File: config.mk
export PLATFORM = sky130hd
export DESIGN_NAME = uart_rx_core_flat
export DESIGN_NICKNAME = d
export VERILOG_FILES = /design/src/rtl/uart_rx_if.sv /design/src/rtl/uart_rx_core.sv /design/src/flat_wrapper.sv
export SDC_FILE = /design/constraint.sdc
export NUM_CORES = 1
export LEC_CHECK = 0
export BUFFER_PORTS_ARGS = -buffer_cell sky130_fd_sc_hd__buf_2
export CAP_MARGIN = 40
export CORE_MARGIN = 8
export CORE_UTILIZATION = 50
export CTS_BUF_LIST = sky130_fd_sc_hd__clkbuf_8
export CTS_CLUSTER_SIZE = 30
export DETAILED_ROUTE_END_ITERATION = 10
export HOLD_SLACK_MARGIN = 0.1
export PLACE_DENSITY = 0.75
export SYNTH_ARGS = -nofsm -noshare
export SYNTH_HDL_FRONTEND = slang
export SYNTH_SLANG_ARGS = --single-unit
File: constraint.sdc
create_clock -name clk -period 6.5 [get_ports clk]
set_clock_uncertainty 0.2 [all_clocks]
set_input_delay 0.65 -clock clk [delete_from_list [all_inputs] [get_ports clk]]
set_output_delay 0.65 -clock clk [all_outputs]
set_load 0.005 [all_outputs]
File: src/rtl/uart_rx_if.sv
// uart_rx_if: serial line in, received byte and status strobes out.
// master drives the line (pin side); slave is the receiver.
interface uart_rx_if;
    logic       rx_line;
    logic [7:0] rx_data;
    logic       rx_valid;
    logic       frame_err;
    logic       rx_busy;
    modport master (output rx_line, input rx_data, rx_valid, frame_err, rx_busy);
    modport slave  (input rx_line, output rx_data, rx_valid, frame_err, rx_busy);
endinterface

File: src/rtl/uart_rx_core.sv
// uart_rx_core: 8N1 LSB-first UART receiver with one-cycle valid / frame-error strobes.
// Define UART_RX_MAJORITY_EN to take every bit decision as a 2-of-3 vote of the last three samples.
module uart_rx_core #(
    parameter int CLK_FREQ  = 50000000,
    parameter int BAUD_RATE = 115200
) (
    input logic      clk,
    input logic      rst,
    uart_rx_if.slave bus
);
    localparam int CLKS_PER_BIT = CLK_FREQ / BAUD_RATE;
    localparam int HALF = CLKS_PER_BIT / 2;
    localparam logic [15:0] BIT_END  = 16'(CLKS_PER_BIT - 1);
    localparam logic [15:0] HALF_END = 16'(HALF - 1);

    typedef enum logic [2:0] {IDLE, START, DATA, STOP, RECOVER} state_t;

    state_t      state, state_n;
    logic [1:0]  sync;
    logic        rx_s, samp;
    logic [15:0] clk_cnt, clk_cnt_n;
    logic [2:0]  bit_index, bit_index_n;
    logic [7:0]  shift, shift_n, data_n;
    logic        valid_n, err_n;

    assign rx_s = sync[1];
    assign bus.rx_busy = state != IDLE;

`ifdef UART_RX_MAJORITY_EN
    logic [1:0] hist;
    always_ff @(posedge clk or posedge rst)
        if (rst) hist <= 2'b11;
        else     hist <= {hist[0], rx_s};
    assign samp = (hist[1] & hist[0]) | (hist[1] & rx_s) | (hist[0] & rx_s);
`else
    assign samp = rx_s;
`endif

    always_ff @(posedge clk or posedge rst) begin
        if (rst) begin
            sync          <= 2'b11;
            state         <= IDLE;
            clk_cnt       <= '0;
            bit_index     <= '0;
            shift         <= '0;
            bus.rx_data   <= '0;
            bus.rx_valid  <= 1'b0;
            bus.frame_err <= 1'b0;
        end else begin
            sync          <= {sync[0], bus.rx_line};
            state         <= state_n;
            clk_cnt       <= clk_cnt_n;
            bit_index     <= bit_index_n;
            shift         <= shift_n;
            bus.rx_data   <= data_n;
            bus.rx_valid  <= valid_n;
            bus.frame_err <= err_n;
        end
    end

    always_comb begin
        state_n     = state;
        clk_cnt_n   = clk_cnt + 16'd1;
        bit_index_n = bit_index;
        shift_n     = shift;
        data_n      = bus.rx_data;
        valid_n     = 1'b0;
        err_n       = 1'b0;
        case (state)
            IDLE: begin
                clk_cnt_n   = '0;
                bit_index_n = '0;
                state_n     = rx_s ? IDLE : START;
            end
            START: if (clk_cnt == HALF_END) begin
                clk_cnt_n = '0;
                state_n   = samp ? IDLE : DATA;
            end
            DATA: if (clk_cnt == BIT_END) begin
                clk_cnt_n   = '0;
                shift_n     = {samp, shift[7:1]};
                bit_index_n = bit_index + 3'd1;
                state_n     = (bit_index == 3'd7) ? STOP : DATA;
            end
            STOP: if (clk_cnt == BIT_END) begin
                clk_cnt_n = '0;
                valid_n   = samp;
                err_n     = !samp;
                data_n    = samp ? shift : bus.rx_data;
                state_n   = samp ? IDLE : RECOVER;
            end
            RECOVER: begin
                // a stuck-low line must not be mistaken for a new start bit
                clk_cnt_n = '0;
                state_n   = rx_s ? IDLE : RECOVER;
            end
            default: state_n = IDLE;
        endcase
    end
endmodule

File: src/flat_wrapper.sv
// flat-port wrapper written by rule: the top's interface ports become plain ports
module uart_rx_core_flat 
#(
    parameter int CLK_FREQ  = 50000000,
    parameter int BAUD_RATE = 115200
)
  (clk, rst, bus_rx_line, bus_rx_data, bus_rx_valid, bus_frame_err, bus_rx_busy);
  uart_rx_if bus_i ();
  input logic clk;
  input logic rst;
  input wire logic [$bits(bus_i.rx_line)-1:0] bus_rx_line;
  output wire logic [$bits(bus_i.rx_data)-1:0] bus_rx_data;
  output wire logic [$bits(bus_i.rx_valid)-1:0] bus_rx_valid;
  output wire logic [$bits(bus_i.frame_err)-1:0] bus_frame_err;
  output wire logic [$bits(bus_i.rx_busy)-1:0] bus_rx_busy;
  assign bus_i.rx_line = bus_rx_line;
  assign bus_rx_data = bus_i.rx_data;
  assign bus_rx_valid = bus_i.rx_valid;
  assign bus_frame_err = bus_i.frame_err;
  assign bus_rx_busy = bus_i.rx_busy;
  uart_rx_core #(.CLK_FREQ(CLK_FREQ), .BAUD_RATE(BAUD_RATE)) u_core (.clk(clk), .rst(rst), .bus(bus_i));
endmodule
==> impl_metrics.json, run 1 <==
{
  "htreeDepth": 2,
  "grt_max_degree": 43,
  "worstSetupStartpointType": "flip-flop",
  "relSlewSlack_pct": 55.51,
  "timing.rr.start": "u_core.clk_cnt[1]",
  "maxSlewViolCount": 0,
  "place_area_sq_um": 2151,
  "worstPathRequired_ns": 6.48,
  "clkSinkCount": 42,
  "drt_wl_total_mm": 3.663,
  "hold_path_end": "u_core.sync[1]",
  "grt_antenna_before_repair": 0,
  "drv_cap": 0,
  "synth_top_area_share_pct": 49.23,
  "ys_ff_latch": 42,
  "track_usage_pct": 12.24,
  "cpMaxStageDelayCell": "nor4_4",
  "setup_viol_count_final": 0,
  "holdPathStages": 0,
  "dr.pass1.iters": 4,
  "drc": 0,
  "antenna_cells": 0,
  "crit_type": "reg -> reg",
  "powerDensity_nw_per_um2": 196.6,
  "yosysMostFrequentCell": "dfrtp_1",
  "first_global_vias": 1287,
  "vias_per_cell": 5.709,
  "postRouteAntennaNets": 0,
  "yosys.cell_types.count": 42,
  "ir_drop_mv": 0.1250,
  "synthesis.area_sq_um": 2033,
  "num_rows": 23,
  "total_power_mw": 0.4412,
  "clk_path_buf_depth": 2,
  "synth_area_leaders": "dfrtp_1 49%, mux2_2 9.4%, nor4_4 4.2%, xor2_1 3.9%, ha_1 3.7%",
  "rr_worst_depth": 6,
  "post_cts_buffers": 0,
  "grt_pass1_wl_mm": 6.120,
  "rsz0062_at_grt": "no",
  "async_reset_ff_share_pct": 100.0,
  "synth_ff_type": "dfrtp_1",
  "finalHoldViolations": 0,
  "final_nets": 195,
  "cts_root_buf": "clkbuf_8",
  "hp-class": "reg -> reg",
  "status": "finished, final reports clean",
  "area_delta_synth_final_pct": 10.40,
  "r2r_slack_ns": 4.04,
  "ios": 14,
  "p_leak_nw": 1.066,
  "syn_area_per_cell_sq_um": 12.10,
  "port_buffers": 13,
  "vias": 1353,
  "syn_nets": 177,
  "fin_tns_setup_ns": 0,
  "yosysSeqAreaShare_pct": 51.82,
  "critical_path.max_fanout": 9,
  "cts_tree": "built",
  "setup_slack_ns": 4.035,
  "clk_latency_ns": 0.30,
  "cts_resized": 0,
  "crit_chain": "inv_1, ha_1, and4bb_2, nand3_2, nor4_4, mux2_2",
  "timing.hold.ws_ns": 0.1594,
  "synth-edff-count": 0,
  "fin_area_sq_um": 2245,
  "fin_crit_ns": 2.465,
  "routabilityCongestion": 0.8808,
  "cp.arrival_ns": 2.44,
  "grt_overflow": 0,
  "slowest_delay_ns": 0.63,
  "drive_gt1_share_pct": 28.88,
  "synth.largest_area_cell": "dfrtp_1",
  "dp_hpwl_mm": 2.613,
  "crit_path_end_kind": "flip-flop",
  "netlist_instances": 168,
  "path_clk_slew_ns": 0.09,
  "first_iter_violations": 147,
  "wl_per_cell_microns": 15.46,
  "yosys_warnings": 0,
  "min_from": "u_core.sync[0]",
  "yosys-top-cells-count": "40 x dfrtp_1, 17 x mux2_2, 13 x nor2_1",
  "die_area_sq_um": 6363,
  "core_sq_um": 3971,
  "die_h_microns": 79.77,
  "worst_pin_slew_ns": 0.6624,
  "cts_hold_buf": 0,
  "numCtsBuffers": 5,
  "dp_slack_ns": 4.047,
  "max_freq_mhz": 405.8,
  "fillers": 321,
  "start_util_pct": 51.20,
  "r2r_end": "u_core.shift[1]",
  "fin_crit_sh_pct": 37.92,
  "die_w_microns": 79.77
}
## critical path, delay by kind of cell, from the launching register on
kind	cells	cell delay [ns]
multiplexers	1	0.41
buffers and inverters	1	0.09
adder cells (fa/ha/maj)	1	0.15
AND/OR/NAND/NOR	3	1.08
flip-flops	1	0.41
## cell families after synthesis
logic type      synth area share, %
fa+ha+maj                     3.692
buf+inv                       1.969
compound gates                6.276
mux                           10.40
flops                         51.82
xor+xnor                      4.308
simple gates                  21.54
## registers in the layout, summed over array words and instances, names as in the netlist
register              count
u_core.clk_cnt           16
u_core.bus.rx_valid       1
u_core.shift              8
u_core.sync               2
u_core.bus.rx_data        8
u_core.bus.frame_err      1
u_core.state              3
u_core.bit_index          3
## per-stage QoR
| step | cells | util (%) |
|---|---|---|
| floorplan | 168 | - |
| global placement | 228 | 53.97 |
| detailed placement | 229 | 54.16 |
| CTS | 237 | 56.52 |
| global route | 237 | 56.52 |
| finish | 237 | 56.52 |
## worst max path at each step
stage	startpoint	endpoint	slack [ns]	cells after the start
floorplan	u_core.clk_cnt[2]	u_core.shift[0]	4.32	4
finish	u_core.clk_cnt[1]	u_core.shift[1]	4.04	6
detailed placement	u_core.clk_cnt[1]	u_core.bus.rx_data[5]	4.05	6
CTS	u_core.clk_cnt[2]	u_core.shift[1]	4.03	4
global route	u_core.clk_cnt[1]	u_core.shift[1]	3.94	6
global placement	u_core.clk_cnt[0]	u_core.clk_cnt[10]	4.05	6
## final cells by class
cell class | instances | area, sq um | share of cell area [%]
flip-flops and latches | 42 | 1054 | 46.93
multi-input cells | 118 | 939.7 | 41.86
repair buffers | 15 | 80.08 | 3.567
clock buffers | 5 | 68.82 | 3.066
well taps | 50 | 62.56 | 2.787
clock inverters | 3 | 25.02 | 1.115
inverters | 4 | 15.01 | 0.6689
## layout by cell type (no fill, tap or decap), types with 4 or more instances in the layout
master    Yosys  layout
buf_2         2      13
clkbuf_8      0       5
or3_1         4       4
a21oi_1       7       7
nor2_1       13      13
mux2_2       17      17
inv_1         4       4
nand3_1       7       7
dfrtp_1      40      40
nand4_1       5       5
ha_1          6       6
xor2_1        9       9
nand2_1       7       7
nor4_4        4       4
## report_power, final
group,leakage (nW),internal [mW],switching (mW)
clock,0.0447,0.0775,0.0944
combinational,0.456,0.00108,0.00545
sequential,0.565,0.262,0.000613
total,1.07,0.341,0.100
## layer usage
| layer | vias up | GRT usage, % | wire (microns) |
|---|---|---|---|
| met1 | 675 | 14.80 | 1604 |
| li1 | 651 | - | - |
| met2 | 22 | 19.48 | 1822 |
| met3 | 5 | 4.617 | 183 |
| met5 | - | 0 | 0 |
| met4 | 0 | 4.364 | 53 |
Note: power is estimated with default switching activity, not from simulation.
==> inputs of run 2 (changes only) <==
--- a/config.mk
+++ b/config.mk
@@ -13,7 +13,7 @@
 export CTS_CLUSTER_SIZE = 30
 export DETAILED_ROUTE_END_ITERATION = 10
 export HOLD_SLACK_MARGIN = 0.1
-export PLACE_DENSITY = 0.75
+export PLACE_DENSITY = 0.78
 export SYNTH_ARGS = -nofsm -noshare
 export SYNTH_HDL_FRONTEND = slang
 export SYNTH_SLANG_ARGS = --single-unit
==> constraint.sdc (replaced) <==
create_clock -name clk -period 2.1 [get_ports clk]
set_clock_uncertainty 0.2 [all_clocks]
set_input_delay 0.21 -clock clk [delete_from_list [all_inputs] [get_ports clk]]
set_output_delay 0.21 -clock clk [all_outputs]
set_load 0.005 [all_outputs]
==> run 2 against run 1 <==
The run now ends with negative setup slack left. Critical path depth unchanged. Routed wire length grew 31%. Fmax up 15%. Cell count increased by 15%. Clock power grew to 3.7 times the previous value. Via count up 13%. Sequential power increased to 3.1 times the previous value. Register-to-register slack got worse by 4.1 ns. Flip-flop and latch count unchanged. First-iteration DRC count shrank 61%. Setup slack worse by 4.1 ns. Combinational power grew to 4.1 times the previous value. Critical endpoint is now u_core.shift[4]. Largest power group unchanged.
==> impl_metrics.json, run 2 (synthesized netlist as in run 1, its figures left out) <==
{
  "status": "complete, but fails checks",
  "violations": "negative setup slack",
  "cts_tree": "built",
  "num_rows": 23,
  "vias": 1533,
  "layout_commonest_cell": "dfrtp_1",
  "drt_wl_total_mm": 4.800,
  "fillers": 281,
  "rsz0062_at_grt": "yes",
  "port_buffers": 13,
  "drc": 0,
  "fin_crit_ns": 2.135,
  "power.share.switching_pct": 20.64,
  "power_frac_seq_pct": 55.2,
  "p_int_mw": 1.168,
  "track_usage_pct": 15.04,
  "core_sq_um": 3971,
  "grt_pass1_wl_mm": 7.493,
  "die_w_microns": 79.77,
  "ios": 14,
  "dp_slack_ns": -0.05935,
  "clk_path_buf_depth": 2,
  "crit_end": "u_core.shift[4]",
  "r2r_end": "u_core.shift[4]",
  "wl_per_cell_microns": 17.58,
  "maxSlewViolCount": 0,
  "first_global_vias": 1628,
  "hp-class": "reg -> reg",
  "crit_path_end_kind": "flip-flop",
  "crit_type": "reg -> reg",
  "postRouteAntennaNets": 0,
  "largestRegisters": "u_core.clk_cnt x16, u_core.bus.rx_data x8, u_core.shift x8",
  "cts_root_buf": "clkbuf_8",
  "vias_per_cell": 5.615,
  "dp_hpwl_mm": 3.118,
  "setup_slack_ns": -0.03511,
  "htreeDepth": 2,
  "grt_overflow": 0,
  "worstSetupStartpointType": "flip-flop",
  "grt_antenna_before_repair": 0,
  "drv_cap": 0,
  "antenna_cells": 0,
  "final_nets": 231,
  "timing.rr.start": "u_core.clk_cnt[11]",
  "largest_reg_flops": 16,
  "setup_viol_count_final": 12,
  "worstPathRequired_ns": 2.08,
  "cp.arrival_ns": 2.12,
  "die_h_microns": 79.77,
  "relSlewSlack_pct": 65.29,
  "drive_gt1_share_pct": 42.15,
  "r2r_slack_ns": -0.04,
  "crit_start": "u_core.clk_cnt[11]",
  "total_power_mw": 1.472,
  "min_from": "u_core.sync[0]",
  "finalHoldViolations": 0,
  "clk_latency_ns": 0.30,
  "powerDensity_nw_per_um2": 557.1,
  "stdcell_count": 273,
  "critical_path.max_fanout": 5,
  "dr.pass1.iters": 4,
  "rr_worst_depth": 6,
  "routabilityCongestion": 0.8310,
  "path_clk_slew_ns": 0.08,
  "timing.hold.ws_ns": 0.1611,
  "numCtsBuffers": 5,
  "p_clk_share_pct": 43.0,
  "grt_max_degree": 43,
  "fin_crit_sh_pct": 101.7,
  "comb_power_share_pct": 1.8,
  "placedCellCount": 256,
  "fin_tns_setup_ns": -0.1942,
  "ir_drop_mv": 0.4883,
  "start_util_pct": 51.20,
  "p_leak_nw": 1.325,
  "p_sw_mw": 0.3038,
  "max_freq_mhz": 468.4,
  "clkSinkCount": 42,
  "worst_pin_slew_ns": 0.5207,
  "top_register": "u_core.clk_cnt",
  "first_iter_violations": 58,
  "die_area_sq_um": 6363,
  "layout_common_cells": "39 x dfrtp_1, 31 x buf_4, 13 x nor2_1, 13 x buf_2",
  "area_delta_synth_final_pct": 29.97
}
==> run 2: cell count changes in the layout (fill, tap and decap cells not counted), moves of 2 or more <==
cell,delta
buf_4,+29
buf_6,+5
dlygate4sd3_1,+2
mux2_2,-8
mux2_4,+8
==> run 2: area by class of cell <==
class	count	area [sq um]	share of cell area [%]
Inverter	4	15.01	0.5682
Clock inverter	3	41.29	1.563
Timing Repair Buffer	51	374.1	14.16
Sequential cell	42	1055	39.91
Multi-Input combinational cell	118	1026	38.83
Clock buffer	5	68.82	2.604
Tap cell	50	62.56	2.367
==> run 2: routing by layer <==
layer	vias to the layer above	track usage [%]	routed length (microns)
met4	0	8.545	119
li1	712	-	-
met2	22	25.51	2532
met5	-	0	0
met1	788	17.11	2008
met3	11	3.266	140
==> run 2: timing repair <==
item / 4_1_cts / 5_1_grt
buffers inserted: 5 / 1
hold buffers: 2 / 0
gates resized for setup: 7 / 16
endpoints found under the setup margin: 17 / 38
hold endpoints to repair: 41 / 0
cloned: 1 / 0
pin swaps: 5 / 5
==> run 2: worst min path at each step <==
stage / to / slack [ns] / depth (start not counted)
6_report: u_core.sync[1] / 0.16 / 0
5_1_grt: u_core.sync[1] / 0.17 / 0
4_1_cts: u_core.sync[1] / 0.16 / 0
3_5_place_dp: u_core.sync[0] / 0.12 / 1
3_3_place_gp: u_core.sync[0] / 0.11 / 1
2_1_floorplan: u_core.sync[0] / 0.01 / 0
==> run 2: worst max-delay path: stages, from the launching register on <==
cell and delay, ns:
dfrtp_1 0.41, nor4_4 0.31, buf_4 0.18, nand3_4 0.11, nor4_4 0.30, buf_6 0.19, mux2_4 0.31
==> run 2: power by group through the flow <==
stage	clock network (mW)	logic (mW)	registers, mW
final	0.633	0.0269	0.812
after global routing	0.672	0.0309	0.812
after CTS	0.645	0.0282	0.812
after detailed placement	0	0.0251	0.828
after global placement	0	0.0237	0.828
after floorplan	0	0.0137	0.829
==> run 2: metrics by stage <==
stage	util [%]	area, sq um
finish	66.54	2643
global route	66.54	2643
CTS	64.43	2559
detailed placement	59.45	2361
global placement	59.45	2361
floorplan	-	2041
==> inputs of run 3 (changes only) <==
--- a/config.mk
+++ b/config.mk
@@ -5,6 +5,7 @@
 export SDC_FILE = /design/constraint.sdc
 export NUM_CORES = 1
 export LEC_CHECK = 0
+export ABC_AREA = 1
 export BUFFER_PORTS_ARGS = -buffer_cell sky130_fd_sc_hd__buf_2
 export CAP_MARGIN = 40
 export CORE_MARGIN = 8
@@ -13,7 +14,8 @@
 export CTS_CLUSTER_SIZE = 30
 export DETAILED_ROUTE_END_ITERATION = 10
 export HOLD_SLACK_MARGIN = 0.1
-export PLACE_DENSITY = 0.78
+export MAX_ROUTING_LAYER = met4
+export PLACE_DENSITY = 0.77
 export SYNTH_ARGS = -nofsm -noshare
 export SYNTH_HDL_FRONTEND = slang
 export SYNTH_SLANG_ARGS = --single-unit
==> run 3 against run 2 <==
The run now ends clean. First-iteration DRC count rose to 2.8 times the previous value. Critical path type unchanged. Sequential share of layout area down 0.57 points. Sequential power about the same. Utilization down 9.5 points. Via count up 41%. Die area up 15%. Critical endpoint is now u_core.shift[5]. Critical path depth up 2. Highest routed layer unchanged.
==> impl_metrics.json, run 3 <==
{
  "status": "finished, final reports clean",
  "grt_antenna_before_repair": 0,
  "dr.pass1.iters": 4,
  "fillers": 437,
  "rr_worst_depth": 8,
  "yosys.cell_types.count": 25,
  "total_power_mw": 1.397,
  "holdPathStages": 0,
  "fin_crit_sh_pct": 92.58,
  "vias": 2159,
  "async_reset_ff_share_pct": 100.0,
  "crit_path_end_kind": "flip-flop",
  "drt_wl_total_mm": 5.202,
  "setup_viol_count_final": 0,
  "syn_area_per_cell_sq_um": 7.543,
  "first_iter_violations": 164,
  "hp-class": "reg -> reg",
  "synth.largest_area_cell": "dfrtp_1",
  "start_util_pct": 51.28,
  "p_leak_nw": 1.327,
  "fin_util_pct": 57.07,
  "synth_top_area_share_pct": 41.60,
  "finalHoldViolations": 0,
  "die_h_microns": 85.37,
  "die_w_microns": 85.37,
  "synth-edff-count": 0,
  "grt_pass1_wl_mm": 9.459,
  "path_clk_slew_ns": 0.09,
  "grt_overflow": 0,
  "layout_commonest_cell": "nand2_1",
  "cts_tree": "built",
  "numCtsBuffers": 5,
  "antenna_cells": 0,
  "slowest_delay_ns": 0.49,
  "dp_hpwl_mm": 3.834,
  "cp.arrival_ns": 1.96,
  "drv_cap": 0,
  "htreeDepth": 2,
  "port_buffers": 13,
  "synth_ff_type": "dfrtp_1",
  "synthesis.area_sq_um": 2406,
  "critical_path.max_fanout": 13,
  "cts_root_buf": "clkbuf_8",
  "ir_drop_mv": 0.3699,
  "die_area_sq_um": 7288,
  "fin_tns_setup_ns": 0,
  "ios": 14,
  "yosysSeqAreaShare_pct": 43.79,
  "yosys-top-cells-count": "94 x nand2_1, 44 x nand3_1, 40 x dfrtp_1",
  "cpMaxStageDelayCell": "dfrtp_1",
  "clkSinkCount": 42,
  "vias_per_cell": 5.480,
  "fin_crit_ns": 1.944,
  "postRouteAntennaNets": 0,
  "yosys_warnings": 0,
  "track_usage_pct": 16.43,
  "powerDensity_nw_per_um2": 521.9,
  "worstSetupStartpointType": "flip-flop",
  "drc": 0,
  "place_area_sq_um": 2535,
  "top_register": "u_core.clk_cnt",
  "crit_chain": "ha_1, nand3_1, nor2_1, nand2_2, nor2_4, buf_12, nand2_1, o21ai_0",
  "syn_nets": 328,
  "max_freq_mhz": 514.3,
  "crit_type": "reg -> reg",
  "fin_area_sq_um": 2678,
  "layout_common_cells": "94 x nand2_1, 44 x nand3_1, 40 x dfrtp_1, 36 x nor2_1, 33 x inv_1",
  "largest_reg_flops": 16,
  "largestRegisters": "u_core.clk_cnt x16, u_core.bus.rx_data x8, u_core.shift x8",
  "final_nets": 348,
  "ys_ff_latch": 42,
  "maxSlewViolCount": 0,
  "clk_latency_ns": 0.31,
  "rsz0062_at_grt": "yes",
  "clk_path_buf_depth": 2,
  "relSlewSlack_pct": 44.54,
  "core_sq_um": 4692,
  "grt_max_degree": 23,
  "synth_area_leaders": "dfrtp_1 42%, nand2_1 15%, nand3_1 9.2%, nor2_1 5.6%, inv_1 5.3%",
  "worst_pin_slew_ns": 0.8267,
  "routabilityCongestion": 0.9404,
  "area_delta_synth_final_pct": 11.28,
  "yosysMostFrequentCell": "nand2_1",
  "first_global_vias": 2040,
  "num_rows": 25,
  "netlist_instances": 319,
  "wl_per_cell_microns": 13.20,
  "drive_gt1_share_pct": 14.71,
  "worstPathRequired_ns": 2.12
}
## run 3: changes by cell type after synthesis, moves of 5 or more
cell	before	now
inv_1	4	34
o21ai_2	0	8
o21ai_0	3	10
xor2_1	9	4
mux2_2	17	0
nand3_1	7	44
o211ai_1	0	5
nand2_1	7	94
a21oi_1	7	0
nor2_1	13	36
## run 3: logic make-up after synthesis
logic type      share of synthesized area, %
simple gates                           36.19
fa+ha+maj                              3.120
compound gates                         7.593
buf+inv                                7.852
xor+xnor                               1.456
flops                                  43.79
## run 3: per-layer routing
layer  wire (microns)  track usage, %  vias to the layer above
li1                 -               -                     1071
met1             2421           21.72                     1007
met2             2349           24.50                       74
met3              379           3.764                        7
met4               52           4.777                        0
met5                0               -                        -
## run 3: final timing paths
path,from,end,slack (ns)
worst max-delay path,u_core.clk_cnt[0],u_core.shift[5],0.16
worst min-delay path,u_core.sync[0],u_core.sync[1],0.16
worst min register to register,u_core.sync[0],u_core.sync[1],0.16
min in group asynchronous,rst,u_core.bus.rx_data[0],0.29
max in group asynchronous,rst,u_core.sync[0],0.79
worst max register to register,u_core.clk_cnt[0],u_core.shift[5],0.16
## run 3: stage by stage
stage / setup WS [ns] / cells / hold WS [ns]
floorplan: 0.4168 / 319 / 0.01448
global placement: 0.1283 / 382 / 0.08976
detailed placement: 0.05631 / 383 / 0.09142
CTS: 0.03338 / 393 / 0.1594
global route: 0.003614 / 394 / 0.1677
finish: 0.1558 / 394 / 0.1582
## run 3: report_power, final
part	internal [mW]	total, mW	switching (mW)
Clock	0.240	0.557	0.317
Combinational	0.00798	0.0259	0.0179
Sequential	0.812	0.814	0.00242
## run 3: worst max-delay path: cells and delay by family (launching register included)
kind / cells / cell delay [ns]
AO/OA/AOI/OAI: 1 / 0.07
AND/OR/NAND/NOR: 5 / 0.72
buffers and inverters: 1 / 0.13
adder cells (fa/ha/maj): 1 / 0.24
flip-flops: 1 / 0.49
## run 3: repair_timing
item,in CTS,in global routing
hold endpoints to repair,22,0
setup buffers,0,1
endpoints found under the setup margin,0,8
hold buffers,2,0
resized for setup,0,1
## run 3: area by class of cell
class | count | area (sq um) | share of cell area [%]
clock buffer | 5 | 68.82 | 2.570
clock inverter | 3 | 25.02 | 0.9346
inverter | 38 | 142.6 | 5.327
multi-input combinational | 232 | 1172 | 43.78
sequential | 42 | 1054 | 39.35
tap | 54 | 67.56 | 2.523
timing repair buffer | 20 | 147.6 | 5.514
